$ cat src/rtl/game_ctrl.sv
`default_nettype none
// ============================================================================
// Module   : game_ctrl
// Brief    : Tic-tac-toe turn sequencer, move validator and win/draw detector
//            driving a single-cell write port into the board store.
// Revision : 1.0 - initial release
// ============================================================================
module game_ctrl #(
    parameter int N_CELLS = 9,
    parameter int CELL_W  = 2
) (
    input  logic                        clock,
    input  logic                        reset_n,
    input  logic                        new_game,
    input  logic                        x_valid,
    input  logic [3:0]                  x_cell,
    output logic                        x_ready,
    input  logic                        o_valid,
    input  logic [3:0]                  o_cell,
    output logic                        o_ready,
    input  logic [N_CELLS*CELL_W-1:0]   board,
    output logic                        clear,
    output logic                        wr_en,
    output logic [3:0]                  wr_cell,
    output logic [CELL_W-1:0]           wr_data,
    output logic [CELL_W-1:0]           turn,
    output logic                        game_over,
    output logic [CELL_W-1:0]           winner,
    output logic                        illegal
);

    typedef enum logic [2:0] {
        ST_CLEAR = 3'd0,
        ST_WAIT  = 3'd1,
        ST_WRITE = 3'd2,
        ST_CHECK = 3'd3,
        ST_DONE  = 3'd4
    } state_t;

    localparam logic [CELL_W-1:0] c_BLANK = CELL_W'(0);
    localparam logic [CELL_W-1:0] c_X     = CELL_W'(1);
    localparam logic [CELL_W-1:0] c_O     = CELL_W'(2);
    localparam logic [CELL_W-1:0] c_RSVD  = CELL_W'(3);
    localparam int                c_NLINE = 8;

    // Rows, then columns, then the two diagonals; three cell indices per line.
    localparam int c_LINE_CELLS [3*c_NLINE] = '{
        0, 1, 2,   3, 4, 5,   6, 7, 8,
        0, 3, 6,   1, 4, 7,   2, 5, 8,
        0, 4, 8,   2, 4, 6
    };

    state_t               r_state;
    state_t               w_state_nxt;
    logic [CELL_W-1:0]    r_cur;
    logic [CELL_W-1:0]    w_cur_nxt;
    logic [3:0]           r_cnt;
    logic [3:0]           w_cnt_nxt;
    logic [3:0]           r_lat_cell;
    logic [3:0]           w_lat_cell_nxt;
    logic [CELL_W-1:0]    r_wr_data;
    logic [CELL_W-1:0]    w_wr_data_nxt;
    logic [CELL_W-1:0]    r_win;
    logic [CELL_W-1:0]    w_win_nxt;
    logic                 r_illegal;
    logic                 w_illegal_nxt;

    logic [CELL_W-1:0]    w_cell [N_CELLS];
    logic [c_NLINE-1:0]   w_line_win;
    logic                 w_req_valid;
    logic [3:0]           w_req_cell;
    logic [CELL_W-1:0]    w_target;
    logic                 w_legal;

    for (genvar gi = 0; gi < N_CELLS; gi++) begin : g_unpack
        assign w_cell[gi] = board[gi*CELL_W +: CELL_W];
    end

    for (genvar gl = 0; gl < c_NLINE; gl++) begin : g_line
        localparam int c_A = c_LINE_CELLS[3*gl];
        localparam int c_B = c_LINE_CELLS[3*gl+1];
        localparam int c_C = c_LINE_CELLS[3*gl+2];
        assign w_line_win[gl] = (w_cell[c_A] == r_cur) &&
                                (w_cell[c_B] == r_cur) &&
                                (w_cell[c_C] == r_cur);
    end

    assign w_req_valid = (r_cur == c_X) ? x_valid : o_valid;
    assign w_req_cell  = (r_cur == c_X) ? x_cell  : o_cell;

    // Out-of-range indices look up as RSVD so they fail the blank test.
    always_comb begin
        w_target = c_RSVD;
        for (int i = 0; i < N_CELLS; i++) begin
            if (w_req_cell == 4'(i)) begin
                w_target = w_cell[i];
            end
        end
    end

    assign w_legal = (w_target == c_BLANK);

    always_ff @(posedge clock or negedge reset_n) begin
        if (!reset_n) begin
            r_state    <= ST_CLEAR;
            r_cur      <= c_X;
            r_cnt      <= 4'd0;
            r_lat_cell <= 4'd0;
            r_wr_data  <= c_BLANK;
            r_win      <= c_BLANK;
            r_illegal  <= 1'b0;
        end else begin
            r_state    <= w_state_nxt;
            r_cur      <= w_cur_nxt;
            r_cnt      <= w_cnt_nxt;
            r_lat_cell <= w_lat_cell_nxt;
            r_wr_data  <= w_wr_data_nxt;
            r_win      <= w_win_nxt;
            r_illegal  <= w_illegal_nxt;
        end
    end

    always_comb begin
        w_state_nxt    = r_state;
        w_cur_nxt      = r_cur;
        w_cnt_nxt      = r_cnt;
        w_lat_cell_nxt = r_lat_cell;
        w_wr_data_nxt  = r_wr_data;
        w_win_nxt      = r_win;
        w_illegal_nxt  = 1'b0;

        clear     = (r_state == ST_CLEAR);
        x_ready   = (r_state == ST_WAIT) && (r_cur == c_X);
        o_ready   = (r_state == ST_WAIT) && (r_cur == c_O);
        wr_en     = (r_state == ST_WRITE);
        wr_cell   = r_lat_cell;
        wr_data   = r_wr_data;
        turn      = (r_state == ST_WAIT) ? r_cur : c_BLANK;
        game_over = (r_state == ST_DONE);
        winner    = (r_state == ST_DONE) ? r_win : c_BLANK;
        illegal   = r_illegal;

        case (r_state)
            ST_CLEAR: begin
                w_state_nxt = ST_WAIT;
                w_cur_nxt   = c_X;
                w_cnt_nxt   = 4'd0;
                w_win_nxt   = c_BLANK;
            end
            ST_WAIT: begin
                if (w_req_valid) begin
                    if (w_legal) begin
                        w_state_nxt    = ST_WRITE;
                        w_lat_cell_nxt = w_req_cell;
                        w_wr_data_nxt  = r_cur;
                    end else begin
                        w_illegal_nxt  = 1'b1;
                    end
                end
            end
            ST_WRITE: begin
                w_cnt_nxt   = r_cnt + 4'd1;
                w_state_nxt = ST_CHECK;
            end
            ST_CHECK: begin
                if (|w_line_win) begin
                    w_win_nxt   = r_cur;
                    w_state_nxt = ST_DONE;
                end else if (r_cnt == 4'(N_CELLS)) begin
                    w_win_nxt   = c_BLANK;
                    w_state_nxt = ST_DONE;
                end else begin
                    w_cur_nxt   = (r_cur == c_X) ? c_O : c_X;
                    w_state_nxt = ST_WAIT;
                end
            end
            ST_DONE: begin
                w_state_nxt = ST_DONE;
            end
            default: begin
                w_state_nxt = ST_CLEAR;
            end
        endcase

        // Restart wins over everything; a same-edge move leaves no trace.
        if (new_game) begin
            w_state_nxt    = ST_CLEAR;
            w_illegal_nxt  = 1'b0;
            w_lat_cell_nxt = r_lat_cell;
            w_wr_data_nxt  = r_wr_data;
        end
    end

endmodule
`default_nettype wire

$ cat config.mk
export PLATFORM = sky130hd
export DESIGN_NAME = game_ctrl
export DESIGN_NICKNAME = d
export VERILOG_FILES = /design/src/rtl/game_ctrl.sv
export SDC_FILE = /design/constraint.sdc
export NUM_CORES = 1
export LEC_CHECK = 0
export BUFFER_PORTS_ARGS = -buffer_cell sky130_fd_sc_hd__buf_2
export CAP_MARGIN = 20
export CORE_UTILIZATION = 39
export DETAILED_ROUTE_END_ITERATION = 6
export GPL_ROUTABILITY_DRIVEN = 0
export PLACE_DENSITY = 0.65
export SLEW_MARGIN = 5
export SYNTH_ARGS = -nofsm -noshare
export SYNTH_HDL_FRONTEND = slang
export SYNTH_SLANG_ARGS = --single-unit
$ cat constraint.sdc
create_clock -name clock -period 4.3 [get_ports clock]
set_input_delay 0.645 -clock clock [delete_from_list [all_inputs] [get_ports clock]]
set_output_delay 0.645 -clock clock [all_outputs]
set_load 0.005 [all_outputs]
==> results.md, run 1 <==
- TritonCTS buffer count: 3
- Worst setup EP type: register
- Register area share after synthesis: 29.11%
- Nets@finish: about 270
- Max FO, Critical Path: 29
- Routed len/inst: 13.62 um
- Sequential share of power: a little over two fifths
- Setup violators final: 0
- Hold Vio Cnt, Final: 0
- Top-area cell type share of the netlist area: a little over a quarter
- Antenna Cells: 0
- Final Util: between 40% and 50%
- Cells after Synth: 190
- Antenna violations before repair: 0
- Vias in the first global route: 1426
- Worst-Skew Late Latency: 0.26 ns
- Syn. warnings: 0
- Cell internal pwr: around 0.00034 W
- Fin area: roughly 1900 um2
- Largest net degree at the start of global routing: 30
- Syn Nets: ~220
- Place WS: approximately 1.1 ns
- WS Path Type: register to register
- Setup bufs post-CTS: 0
- Post-synth top flop: dfrtp_1
- Adder-cell share of the synthesized area: about 1.6%
- XOR/XNOR share of the synthesized area: 4.516%
- Register bit count reported by yosys: 18
- Clock Tree Root: clkbuf_8
- TritonCTS Sinks: 18
- Startpoint class of the critical path: register
- Clock skew: ~0.0074 ns
- Cell Chain, Critical Path: nor2b_4, mux2i_1, mux2_2, a222oi_1, a21oi_2, mux2_2
- Clock transition at the registers of the reported paths: roughly 0.08 ns
- Share of layout cells above drive strength 1: between 20% and 30%
- Via-to-Cell Ratio: 5.411
- I/O Pins: between 40 and 50
- Fin crit period: between 3 and 4 ns
- Post-synth cell types: 44
- Chip width: roughly 65 um
- Top cells by count, synth: dfrtp_1, nor3_1, nand2_1
- Largest family of logic cells by synthesized area: simple AND/OR/NAND/NOR gates
- Hold buffers post-CTS: 0
- Most frequent CP cell: mux2_2
- P_sw: approximately 0.00014 W
- Worst slew margin: around 65%
- Main area contributors after synthesis: dfrtp_1, mux2i_1, and3_1
- Async S/R FF share, synth: between 90% and 100%
- Switching Fraction: ~30%
- Post-synthesis simple-gate area fraction: 31.37%
- Port buffer count: between 40 and 50
- Clk buf depth: 2
- Crit path DAT: around 3.3 ns
- Clock power frac: around 30%
- DRC Markers: 0
- Max-slew violation count: 0
- Grt peak-use layer: met2
- Crit-path max cell delay: approximately 0.86 ns
- # resized after CTS: 0
- CP max stage cell: dfstp_2
- Maxcap violations: 0
- Area Overhead vs Synth: 19.36%
- Gate power share: 27.3%
- Final WL: about 3800 um
- Req. time, crit path: approximately 4.4 ns
- Syn_area_per_cell: just over 8 um2
- RSZ-0062 raised after global routing: false
- Drt first pass iters: 4
- Synth Area in Compound Gates: 16.53%
- Status: finished clean
- Dpl cell area: roughly 1800 um2
- Num rows: 22
- Multiplexer area fraction after synthesis: approximately 11%
- PnR worst setup slack: between 1 and 1.5 ns
- Netlist Area Pre-Place: roughly 1600 um2
- Core Area: 3744 um2
- P_leak: between 0.9 and 1 nW
- GR Overflow Total: 0
- DRT antenna net count: 0
- Die height: around 65 um
- PD cells: ~260 nW/um2
- GRT Resource Usage Total: roughly a fifth
- Period utilization: ~74%
- Hpwl dp: roughly 2900 um
- Fmax: 315.7 MHz
- Vias post-DR: approximately 1.5k
- Die ar.: 4234 um2
- Global Route met2 Usage: between 30 and 40%
- R2R cell count: 6
- Worst slew pin tran: approximately 0.53 ns
- Setup Total Neg Slack: 0 ns
- Peak VDD IR: 0.1910 mV
- Number of synthesized flops with an enable pin: 0
- Worst hold path class: input pin to async pin
- H-tree depth: 1
- Met3 usage: under 10%
- Largest area contributor in the netlist: dfrtp_1
- Initial Utilization: about two fifths
- First-pass GRT wire length: between 6000 and 7000 um
- GR Layer Usage met1: 28.31%
- Initial detailed-routing violation count: 121
- TritonCTS clock tree: done
==> critical path: cells and delay by family (launching register included) <==
| kind | cells | cell delay [ns] |
|---|---|---|
| AO/OA/AOI/OAI | 2 | 0.72 |
| flip-flops | 1 | 0.86 |
| multiplexers | 3 | 1.11 |
| AND/OR/NAND/NOR | 1 | 0.36 |
==> layer usage <==
metal / part of all wire [%] / vias up
met2: 45 / 39
met3: 4.4 / 2
met4: 0.10 / 0
met5: 0 / -
li1: - / 781
met1: 50 / 693
==> kinds of logic (layout without fill, tap and decap cells) <==
logic type	after synthesis	count (layout)
and+or+nand+nor	89	89
buffers and inverters	20	62
DFF	18	18
xor gates and xnor gates	8	8
AOI/OAI and AO/OA	37	37
muxes	16	16
adders and majority gates	2	2
==> path summary, 6_finish.rpt <==
kind / startpoint / endpoint / slack, ns
max reg2reg: r_cur[0] / wr_cell[3] / 1.13
min: reset_n / wr_cell[0] / 0.31
min in group clock: wr_data[0] / wr_data[0] / 0.52
max: r_cur[0] / wr_cell[3] / 1.13
min reg2reg: wr_data[0] / wr_data[0] / 0.52
max in group asynchronous: reset_n / r_cur[0] / 3.67
==> cells in the final DEF (no fill, tap or decap), drive strengths merged, types with 5 or more instances in the layout <==
master	netlist	final
buf	5	47
nor3	17	17
dfrtp	17	17
nand2	15	15
nor2	14	14
and3	14	14
inv	11	11
mux2i	10	10
xnor2	8	8
o22ai	7	7
mux2	6	6
o21ai	6	6
a31oi	5	5
nor2b	5	5
==> sequential cells by signal (all words and copies together) (netlist names) <==
register / cells
wr_data: 2
r_win: 2
illegal: 1
r_cur: 2
r_cnt: 4
r_state: 3
wr_cell: 4
==> power groups by stage <==
stage | Clock, W | Combinational [W] | Sequential (W)
floorplan | 0 | 0.0000705 | 0.000206
global placement | 0 | 0.000129 | 0.000208
detailed placement | 0 | 0.000131 | 0.000208
CTS | 0.000145 | 0.000132 | 0.000206
global route | 0.000150 | 0.000146 | 0.000209
finish | 0.000142 | 0.000131 | 0.000206
==> metrics by stage <==
stage                     hold WS, ns  std cells  total power, W
after floorplan                0.3494        190       0.0002763
after global placement         0.4931        276       0.0003375
after detailed placement       0.4918        276       0.0003389
after CTS                      0.3245        280       0.0004823
after global routing           0.3348        280       0.0005051
final                          0.3103        280       0.0004792
==> cell type report <==
class	count	area (um2)
multi-input cells	152	1006
fillers	401	1892
clock buffers	4	55.05
inverters	11	41.29
well taps	48	60.06
flip-flops and latches	18	451.7
repair buffers	47	237.7
Note: power is estimated with default switching activity, not from simulation.
==> run 2: changes to the inputs <==
Settings changed: PLACE_DENSITY 0.65 to 0.68.
Clock period 4.3 ns to 2.58 ns, I/O delays scaled along.
==> results.md, run 2 (synthesized netlist as in run 1, its figures left out) <==
- Status: finished clean (unchanged)
- FF-to-FF setup slack: 0.09 ns (was 1.13 ns)
- Maxcap violations: 0 (unchanged)
- Hpwl dp: 3043 um (was 2920 um)
- Vias in the first global route: 1406 (was 1426)
- Share of layout cells above drive strength 1: 31.38% (was 28.45%)
- WS Path Type: register to register (unchanged)
- Worst setup EP type: register (unchanged)
- Setup violators final: 0 (unchanged)
- Most frequent cells in the layout: buf_2, nor3_1, dfrtp_1 (unchanged)
- Nets@finish: 273 (was 266)
- Worst slew pin tran: 0.5621 ns (was 0.5260 ns)
- Crit path DAT: 2.64 ns (was 3.31 ns)
- PD cells: 406.7 nW/um2 (was 258.8 nW/um2)
- First-pass GRT wire length: 6492 um (was 6479 um)
- I/O Pins: 47 (unchanged)
- Req. time, crit path: 2.72 ns (was 4.44 ns)
- Final Util: 51.10% (was 49.47%)
- Initial Utilization: 41.44% (unchanged)
- Worst slew margin: 62.53% (was 64.94%)
- H-tree depth: 1 (unchanged)
- Clock transition at the registers of the reported paths: 0.07 ns (was 0.08 ns)
- Worst reg2reg startpoint: r_cur[0] (unchanged)
- Clk buf depth: 2 (unchanged)
- Worst hold path class: input pin to async pin (unchanged)
- # resized after CTS: 0 (unchanged)
- Antenna violations before repair: 0 (unchanged)
- Core Area: 3744 um2 (unchanged)
- Die height: 65.07 um (unchanged)
- Fmax: 401.1 MHz (was 315.7 MHz)
- Die ar.: 4234 um2 (unchanged)
- R2R cell count: 6 (unchanged)
- Setup bufs post-CTS: 0 (unchanged)
- Chip width: 65.07 um (unchanged)
- Setup Total Neg Slack: 0 ns (unchanged)
- Leading cell type in the layout, fill and taps excluded: buf_2 (unchanged)
- P_leak: 0.9503 nW (was 0.9307 nW)
- Area Overhead vs Synth: 23.31% (was 19.36%)
- Filler Cell Count: 402 (was 401)
- GRT Resource Usage Total: 19.68% (was 19.38%)
- Antenna Cells: 0 (unchanged)
- Fin crit period: 2.493 ns (was 3.167 ns)
- TritonCTS Sinks: 18 (unchanged)
- TritonCTS buffer count: 3 (unchanged)
- Largest net degree at the start of global routing: 24 (was 30)
- Routed len/inst: 13.83 um (was 13.62 um)
- Via-to-Cell Ratio: 5.418 (was 5.411)
- Hold Vio Cnt, Final: 0 (unchanged)
- Vias post-DR: 1555 (was 1515)
- PnR worst setup slack: 0.08658 ns (was 1.133 ns)
- Max-slew violation count: 0 (unchanged)
- Final WL: 3969 um (was 3813 um)
- Peak VDD IR: 0.3294 mV (was 0.1910 mV)
- Period utilization: 96.64% (was 73.66%)
- Drt first pass iters: 5 (was 4)
- Startpoint class of the critical path: register (unchanged)
- GR Overflow Total: 0 (unchanged)
- Initial detailed-routing violation count: 100 (was 121)
- TritonCTS clock tree: done (unchanged)
- RSZ-0062 raised after global routing: false (unchanged)
- Clock Tree Root: clkbuf_8 (unchanged)
- Worst-Skew Late Latency: 0.26 ns (about the same)
- FF-to-FF End: wr_data[0] (was wr_cell[3])
- Max FO, Critical Path: 7 (was 29)
- Clock skew: 0.003722 ns (was 0.007409 ns)
- Hold buffers post-CTS: 0 (unchanged)
- DRT antenna net count: 0 (unchanged)
- Num rows: 22 (unchanged)
- DRC Markers: 0 (unchanged)
- Port buffer count: 46 (unchanged)
- Place WS: 0.1236 ns (was 1.136 ns)
-- run 2: worst max-delay path: stages (launching register included) --
cell and delay (ns):
dfstp_2 0.53, nor2b_4 0.22, mux2i_2 0.26, mux2_2 0.36
a222oi_1 0.50, a21oi_4 0.18, mux2_2 0.31
-- run 2: worst max-delay path by stage --
stage | startpoint | end | depth (start not counted)
2_1_floorplan | r_cur[0] | wr_cell[2] | 7
3_5_place_dp | r_cur[0] | wr_cell[3] | 7
4_1_cts | r_cur[0] | wr_cell[3] | 7
3_3_place_gp | r_cur[0] | wr_cell[3] | 7
5_1_grt | r_cur[0] | wr_data[0] | 6
6_report | r_cur[0] | wr_data[0] | 6
-- run 2: area by class of cell --
class,instances,area [um2],share of cell area [%]
Tap cell,48,60.06,3.139
Clock buffer,4,45.04,2.354
Sequential cell,18,451.7,23.61
Inverter,11,41.29,2.158
Multi-Input combinational cell,152,1025,53.56
Timing Repair Buffer,54,290.3,15.17
-- run 2: report_power, final --
part	total [W]	switching, W	internal [W]
sequential	0.000338	0.0000207	0.000318
clock	0.000207	0.0000970	0.000110
combinational	0.000233	0.000118	0.000115
total	0.000778	0.000236	0.000542
-- run 2: stage by stage --
step	hold WS, ns	instance area [um2]	total power, W	instances
finish	0.04996	1913	0.0007780	287
global route	0.08472	1913	0.0008271	287
CTS	0.06570	1894	0.0007821	287
detailed placement	0.3434	1849	0.0005724	283
global placement	0.3440	1849	0.0005698	283
floorplan	0.09141	1551	0.0004606	190
-- run 2: metal layers --
layer	part of all wire [%]	wire (um)	vias up	track usage, %
met5	0	0	-	0
met4	0.53	21	0	3.261
met3	4.1	162	5	3.521
met2	47	1853	42	32.42
met1	49	1932	715	27.15
li1	-	-	793	-
